**config.mk**
```make
export PLATFORM = sky130hd
export DESIGN_NAME = res_st_issue
export DESIGN_NICKNAME = d
export VERILOG_FILES = /design/src/rtl/res_st_issue.sv
export SDC_FILE = /design/constraint.sdc
export NUM_CORES = 2
export LEC_CHECK = 0
export ABC_AREA = 1
export BUFFER_PORTS_ARGS = -buffer_cell sky130_fd_sc_hd__buf_2
export CAP_MARGIN = 10
export CORE_MARGIN = 1.5
export CORE_UTILIZATION = 60
export CTS_BUF_LIST = sky130_fd_sc_hd__clkbuf_4
export DETAILED_ROUTE_END_ITERATION = 8
export PLACE_DENSITY = 0.77
export SLEW_MARGIN = 20
export SYNTH_ARGS = -nofsm -noshare
export SYNTH_HDL_FRONTEND = slang
export SYNTH_SLANG_ARGS = --single-unit
```
**constraint.sdc**
```tcl
create_clock -name clk -period 16.8 [get_ports clk]
set_input_delay 1.68 -clock clk [delete_from_list [all_inputs] [get_ports clk]]
set_output_delay 1.68 -clock clk [all_outputs]
set_load 0.01 [all_outputs]
```
**src/rtl/res_st_issue.sv**
```systemverilog
// res_st_issue: reservation station between the front end's write port and an
// execution unit. Holds micro-ops until both sources are ready, snoops the CDB
// to wake waiting operands, and issues the lowest-index ready entry through a
// one-deep valid/ready issue register.
//
// Ports:
//   clk, rst_n      clock, asynchronous active-low reset
//   flush           synchronous; drops every entry and the issue register
//   wr_en/wr_addr/wr_data   front-end write into a free slot
//   cdb_valid/cdb_tag/cdb_data   common data bus broadcast
//   issue_valid/issue_ready/issue_data   issue handshake to the execution unit
//   free_addr, full combinational slot status from current valid bits
//   count           registered number of valid slots
//   err_overwrite   sticky: a write targeted an occupied slot

package res_st_pkg;

  localparam int unsigned PHY_RF_ADDR_WIDTH = 6;
  localparam int unsigned DATA_WIDTH        = 32;
  localparam int unsigned ROB_ADDR_WIDTH    = 5;
  localparam int unsigned UOP_WIDTH         = 8;

  typedef struct packed {
    logic [UOP_WIDTH-1:0]         uop;
    logic [ROB_ADDR_WIDTH-1:0]    rob_addr;
    logic [PHY_RF_ADDR_WIDTH-1:0] rd_tag;
    logic [PHY_RF_ADDR_WIDTH-1:0] rs1_tag;
    logic                         rs1_ready;
    logic [DATA_WIDTH-1:0]        rs1_data;
    logic [PHY_RF_ADDR_WIDTH-1:0] rs2_tag;
    logic                         rs2_ready;
    logic [DATA_WIDTH-1:0]        rs2_data;
  } res_st_cell_t;

endpackage

module res_st_issue #(
  parameter int unsigned RES_ST_DEPTH = 16,
  parameter int unsigned DATA_WIDTH   = 32
) (
  input  logic                                       clk,
  input  logic                                       rst_n,
  input  logic                                       flush,
  input  logic                                       wr_en,
  input  logic [$clog2(RES_ST_DEPTH)-1:0]            wr_addr,
  input  res_st_pkg::res_st_cell_t                   wr_data,
  input  logic                                       cdb_valid,
  input  logic [res_st_pkg::PHY_RF_ADDR_WIDTH-1:0]   cdb_tag,
  input  logic [DATA_WIDTH-1:0]                      cdb_data,
  output logic                                       issue_valid,
  input  logic                                       issue_ready,
  output res_st_pkg::res_st_cell_t                   issue_data,
  output logic [$clog2(RES_ST_DEPTH)-1:0]            free_addr,
  output logic                                       full,
  output logic [$clog2(RES_ST_DEPTH):0]              count,
  output logic                                       err_overwrite
);

  localparam int unsigned ADDR_W  = $clog2(RES_ST_DEPTH);
  localparam int unsigned CNT_W   = ADDR_W + 1;
  localparam int unsigned CELL_DW = res_st_pkg::DATA_WIDTH;

  typedef logic [ADDR_W-1:0] res_st_addr_t;

  logic [RES_ST_DEPTH-1:0]  valid_q;
  logic [RES_ST_DEPTH-1:0]  valid_d;
  res_st_pkg::res_st_cell_t entry_q [RES_ST_DEPTH];
  res_st_pkg::res_st_cell_t entry_d [RES_ST_DEPTH];
  res_st_pkg::res_st_cell_t wr_cell;

  logic [CELL_DW-1:0] cdb_value;
  logic               wr_ok;
  logic               wr_err;
  logic               cand_found;
  res_st_addr_t       cand_idx;
  logic               issue_load;
  logic               issue_take;

  assign cdb_value = CELL_DW'(cdb_data);

  // Incoming entry with same-cycle CDB bypass applied to waiting sources.
  always_comb begin
    wr_cell = wr_data;
    if (cdb_valid && !wr_data.rs1_ready && (wr_data.rs1_tag == cdb_tag)) begin
      wr_cell.rs1_ready = 1'b1;
      wr_cell.rs1_data  = cdb_value;
    end
    if (cdb_valid && !wr_data.rs2_ready && (wr_data.rs2_tag == cdb_tag)) begin
      wr_cell.rs2_ready = 1'b1;
      wr_cell.rs2_data  = cdb_value;
    end
  end

  // Lowest-index valid slot with both sources ready.
  always_comb begin
    cand_found = 1'b0;
    cand_idx   = '0;
    for (int i = 0; i < int'(RES_ST_DEPTH); i++) begin
      if (!cand_found && valid_q[i] && entry_q[i].rs1_ready && entry_q[i].rs2_ready) begin
        cand_found = 1'b1;
        cand_idx   = ADDR_W'(i);
      end
    end
  end

  // Lowest-index free slot; reads 0 when the station is full.
  always_comb begin
    free_addr = '0;
    for (int i = int'(RES_ST_DEPTH) - 1; i >= 0; i--) begin
      if (!valid_q[i]) begin
        free_addr = ADDR_W'(i);
      end
    end
  end

  assign full = &valid_q;

  // A slot handed to the issue register is still occupied this cycle, so a
  // write to it is rejected like any other overwrite.
  assign wr_ok      = wr_en && !valid_q[wr_addr];
  assign wr_err     = wr_en &&  valid_q[wr_addr];
  assign issue_load = !issue_valid || issue_ready;
  assign issue_take = issue_load && cand_found;

  // Next valid vector; flush overrides everything.
  always_comb begin
    valid_d = valid_q;
    if (issue_take) begin
      valid_d[cand_idx] = 1'b0;
    end
    if (wr_ok) begin
      valid_d[wr_addr] = 1'b1;
    end
    if (flush) begin
      valid_d = '0;
    end
  end

  // Next payloads: CDB wakeup on stored entries, then writes into free slots.
  always_comb begin
    for (int i = 0; i < int'(RES_ST_DEPTH); i++) begin
      entry_d[i] = entry_q[i];
      if (cdb_valid && !entry_q[i].rs1_ready && (entry_q[i].rs1_tag == cdb_tag)) begin
        entry_d[i].rs1_ready = 1'b1;
        entry_d[i].rs1_data  = cdb_value;
      end
      if (cdb_valid && !entry_q[i].rs2_ready && (entry_q[i].rs2_tag == cdb_tag)) begin
        entry_d[i].rs2_ready = 1'b1;
        entry_d[i].rs2_data  = cdb_value;
      end
      if (wr_ok && (wr_addr == ADDR_W'(i))) begin
        entry_d[i] = wr_cell;
      end
    end
  end

  function automatic logic [CNT_W-1:0] popcount(input logic [RES_ST_DEPTH-1:0] v);
    logic [CNT_W-1:0] c;
    c = '0;
    for (int i = 0; i < int'(RES_ST_DEPTH); i++) begin
      c = c + CNT_W'(v[i]);
    end
    return c;
  endfunction

  // Control state: slot valid bits, occupancy, issue register, sticky error.
  always_ff @(posedge clk or negedge rst_n) begin
    if (!rst_n) begin
      valid_q       <= '0;
      count         <= '0;
      issue_valid   <= 1'b0;
      issue_data    <= '0;
      err_overwrite <= 1'b0;
    end else begin
      valid_q <= valid_d;
      count   <= popcount(valid_d);
      if (flush) begin
        issue_valid <= 1'b0;
      end else if (issue_load) begin
        issue_valid <= cand_found;
        if (cand_found) begin
          issue_data <= entry_q[cand_idx];
        end
      end
      if (wr_err && !flush) begin
        err_overwrite <= 1'b1;
      end
    end
  end

  // Payload storage; qualified by valid_q, so no reset is needed.
  always_ff @(posedge clk) begin
    entry_q <= entry_d;
  end

endmodule

```
==> parameters.txt <==
Parameter                              Value

Clock network
  Maximum buffer depth of the clock tree    4
  Worst-path clk slew    0.07 ns
  Post-CTS Repair Setup Buffers    0
  Root buf cell    clkbuf_4
  Depth of the CTS H-tree    5
  Clock net sink count    about 1700
  Clock insertion delay at the later pin of the skew report    1.40 ns
  Clock buffers created by TritonCTS    between 400 and 500
  Clock tree from TritonCTS    built
  Hold buffer count at cts    0
  Cts repair resizes    0

Timing
  RSZ-0062 raised after global routing    no
  Relative max-transition margin    approximately 14%
  Max-slew violation total from the final report    0
  Clk_skew    between 0.1 and 0.15 ns
  Final Hold Vio Count    0
  Fmax    around 140 MHz
  Accumulated negative setup slack    0 ns
  Setup violation total in the final timing report    0
  Share of the cycle needed by the critical path after routing    around two fifths
  Worst-Margin Slew    ~1.3 ns
  Final critical-path required period    6.97 ns

Layout
  Final Instance Count excl. Fillers    around 11000
  Share of final-layout standard cells stronger than drive strength 1    between 10 and 15%
  Flip-flop and latch area    roughly 50000 sq um
  Synthesis-to-layout area growth    9.11%
  Number of nets in the layout    9336
  Final std cell area, no fill    89900 sq um
  Fill cell count    10804
  Footprint of the multi-input gates    about 29000 sq um

Place
  Last weighted congestion value of the routability-driven placer    0.918
  I/O Buffers    253
  Area of placed instances    between 80000 and 90000 sq um
  DP Cell Count    10518
  Post-DP HPWL    around 140 mm

Logic synthesis
  Area share of the largest cell type after synthesis    56.5%
  Synthesized net count    between 9000 and 10000
  Distinct cell type count after synthesis    54
  Largest family of logic cells by synthesized area    simple AND/OR/NAND/NOR gates
  Most area-consuming cells after synthesis    edfxtp_1 57%, nand2_1 17%, o21ai_0 5.7%
  Async SR Flop Fraction    7.18%
  Xor and xnor fraction of the mapped netlist area    between 1 and 1.5%
  Total of flip-flops plus latches after synthesis    1672
  Multiplexer fraction of the synthesized cell area    0.777%
  Cell taking the most area after synthesis    edfxtp_1
  Cell area after technology mapping    ~82000 sq um
  Yosys Warn Count    0
  Sequential fraction of the synthesis area    60.2%
  Per-instance average area after synthesis    ~9 sq um
  Synthesized instance count    roughly 9100
  Compound-gate portion of the synthesized area    a little under 8%
  Post-synth top flop    edfxtp_1
  Arithmetic-cell share of the synthesized area counting full adders, half adders and majority gates    less than 1%
  Simple-gate area share of the yosys netlist    about 25%
  Number of enable flip-flop cells after synthesis    about 1600

Global route
  Global routing met3 resource utilization    10.7%
  First-pass GRT wire length    400 mm
  Global routing usage on met2    58.1%
  Initial antenna violation count    19
  Global-route usage over all layers    38.2%
  GRT Residual Overflow    0
  Maximum number of pins on one net before global-route repair    approximately 220
  Grt met1 use    49.1%
  Most utilized layer in the global route result    met2
  Via count of the first global-routing pass    65963

Critical path
  CP startpoint kind    flop
  Arrival time of data at the critical path endpoint    a little over 8 ns
  Startpoint of the worst register-to-register path    valid_q[5]
  Crit Path Class    flop to flop
  Data required time at the worst endpoint    between 15 and 20 ns
  Register-to-register path setup slack    between 9 and 10 ns
  Worst-path maximum fanout    approximately 140
  Worst Setup End Kind    flop
  Critical Path Start    valid_q[5]

Pwr
  Power per Cell Area    between 100 and 150 nW/um^2
  Leakage    between 30 and 40 nW
  IR Drop Worst-Case VDD    between 70 and 80 uV

Run
  Reported max-cap violation count    0

Route
  Vias per cell    between 6 and 7
  Detail Route Antenna Nets    0
  First-pass iteration count of the detailed router    7
  Wirelength per Cell    roughly 24 um
  Vias post-DR    approximately 70000
  Routed wire length    roughly 270 mm
  1st-iter DRT viols    between 10000 and 15000
  DRC viols    0

Floorplan
  Effective utilization at floorplan    about 61%
  Die boundary width    ~370 um
  Core outline area    about 140000 sq um
  I/O pin count    254
  Chip height    374 um
  Count of standard-cell rows    around 140
  Die Area    roughly 140000 sq um

Hold path
  Worst min-delay path class    primary input to asynchronous set/reset pin

Run status
  Outcome    completed
==> flip-flops by register name (all words and copies together), names as in the netlist <==
| signal | cells |
|---|---|
| entry_q | 1552 |
| issue_data | 97 |
| valid_q | 16 |
| count | 5 |
| err_overwrite | 1 |
| issue_valid | 1 |
==> Yosys cell counts (3+ instances only) <==
| cell type | instances |
|---|---|
| nand2_1 | 3780 |
| edfxtp_1 | 1552 |
| o21ai_0 | 942 |
| nand3_1 | 880 |
| clkbuf_1 | 339 |
| buf_2 | 272 |
| nor2_1 | 251 |
| inv_1 | 165 |
| o21ai_1 | 130 |
| or2_2 | 128 |
| dfrtp_1 | 120 |
| buf_1 | 80 |
| xor2_1 | 75 |
| mux2i_1 | 64 |
| a21oi_1 | 40 |
| buf_4 | 33 |
| inv_2 | 23 |
| o41ai_1 | 22 |
| xnor2_1 | 22 |
| nand4_1 | 14 |
| nor3_1 | 13 |
| o2111ai_1 | 13 |
| o22ai_1 | 12 |
| fa_1 | 10 |
| o211ai_1 | 10 |
| o31ai_1 | 10 |
| buf_6 | 7 |
| a211oi_1 | 6 |
| nor4_1 | 6 |
| o221ai_1 | 6 |
| a221oi_1 | 5 |
| ha_1 | 5 |
| a2111oi_0 | 4 |
| a211o_1 | 3 |
| clkinv_1 | 3 |
| nand4_2 | 3 |
| nor2_2 | 3 |
==> logic make-up (layout without fill, tap and decap cells) <==
| logic type | after synthesis | in the layout |
|---|---|---|
| DFF | 1672 | 1672 |
| AOI/OAI and AO/OA | 1214 | 1214 |
| buffers and inverters | 922 | 1341 |
| other | 0 | 21 |
| muxes | 64 | 64 |
| xor gates and xnor gates | 97 | 97 |
| and+or+nand+nor | 5088 | 5088 |
| adders and majority gates | 15 | 15 |
==> power by group <==
part / internal [W] / switching [W]
Clock: 0.00181 / 0.00169
Combinational: 0.000325 / 0.000630
Sequential: 0.00472 / 0.0000602
==> cell usage in the layout (no fill, tap or decap), drive strengths merged, types with 6 or more instances in the layout <==
master	n
mux2i	64
a21oi	40
o31ai	10
nand3	882
diode	21
o21ai	1073
inv	195
a211oi	6
o2111ai	13
nand2	3782
edfxtp	1552
fa	10
nor3	14
dfrtp	120
clkinv	85
xnor2	22
clkbuf	662
buf	397
o41ai	22
nand4	17
o221ai	6
o211ai	10
or2	128
xor2	75
o22ai	12
nor2	255
nor4	6
a2111oi	6
==> routing by layer <==
layer  up-vias  wire, um
met4        14     17600
li1      31122         -
met1     32238     92900
met3      1055     40300
met2      5399    120000
met5         -        97
==> area by class of cell <==
class | instances | share of cell area [%]
clock buffer | 662 | 5.53
inverter | 191 | 0.867
multi-input combinational | 6478 | 32.7
sequential | 1672 | 55.2
tap | 1781 | 2.48
clock inverter | 91 | 0.449
antenna | 21 | 0.0584
timing repair buffer | 397 | 2.71
==> worst max-delay path: stages, from the launching register on <==
cell and delay (ns):
dfrtp_1 0.50, nand3_1 0.22, nand4_2 0.16, nor2_2 0.14, nand4_2 0.14, nor3_4 0.24, nand4_4 0.76, nand2_8 1.10
nand3_1 0.19, o21ai_0 0.22, a21oi_1 0.13, fa_1 0.56, inv_1 0.05, fa_1 0.46, fa_1 0.54, fa_1 0.41
inv_1 0.07, ha_1 0.17, inv_1 0.07, fa_1 0.46, o21ai_0 0.18
==> final timing paths <==
kind | to | depth (start not counted)
hold reg to reg | issue_data[71] | 1
hold / removal | issue_data[24] | 1
setup reg to reg | count[4] | 20
max in group asynchronous | count[3] | 2
setup / recovery | count[4] | 20
min in group clk | issue_data[71] | 1
==> stage by stage <==
step	setup slack [ns]	hold slack, ns	total power, W	utilization [%]
2_1_floorplan	9.24	0.512	0.00545	-
3_3_place_gp	9.24	0.447	0.00577	62.0
3_5_place_dp	9.28	0.455	0.00580	62.2
4_1_cts	9.86	0.0730	0.00923	66.1
5_1_grt	9.39	0.0865	0.00957	66.2
6_report	9.83	0.152	0.00923	66.2
Note: power is estimated with default switching activity, not from simulation.
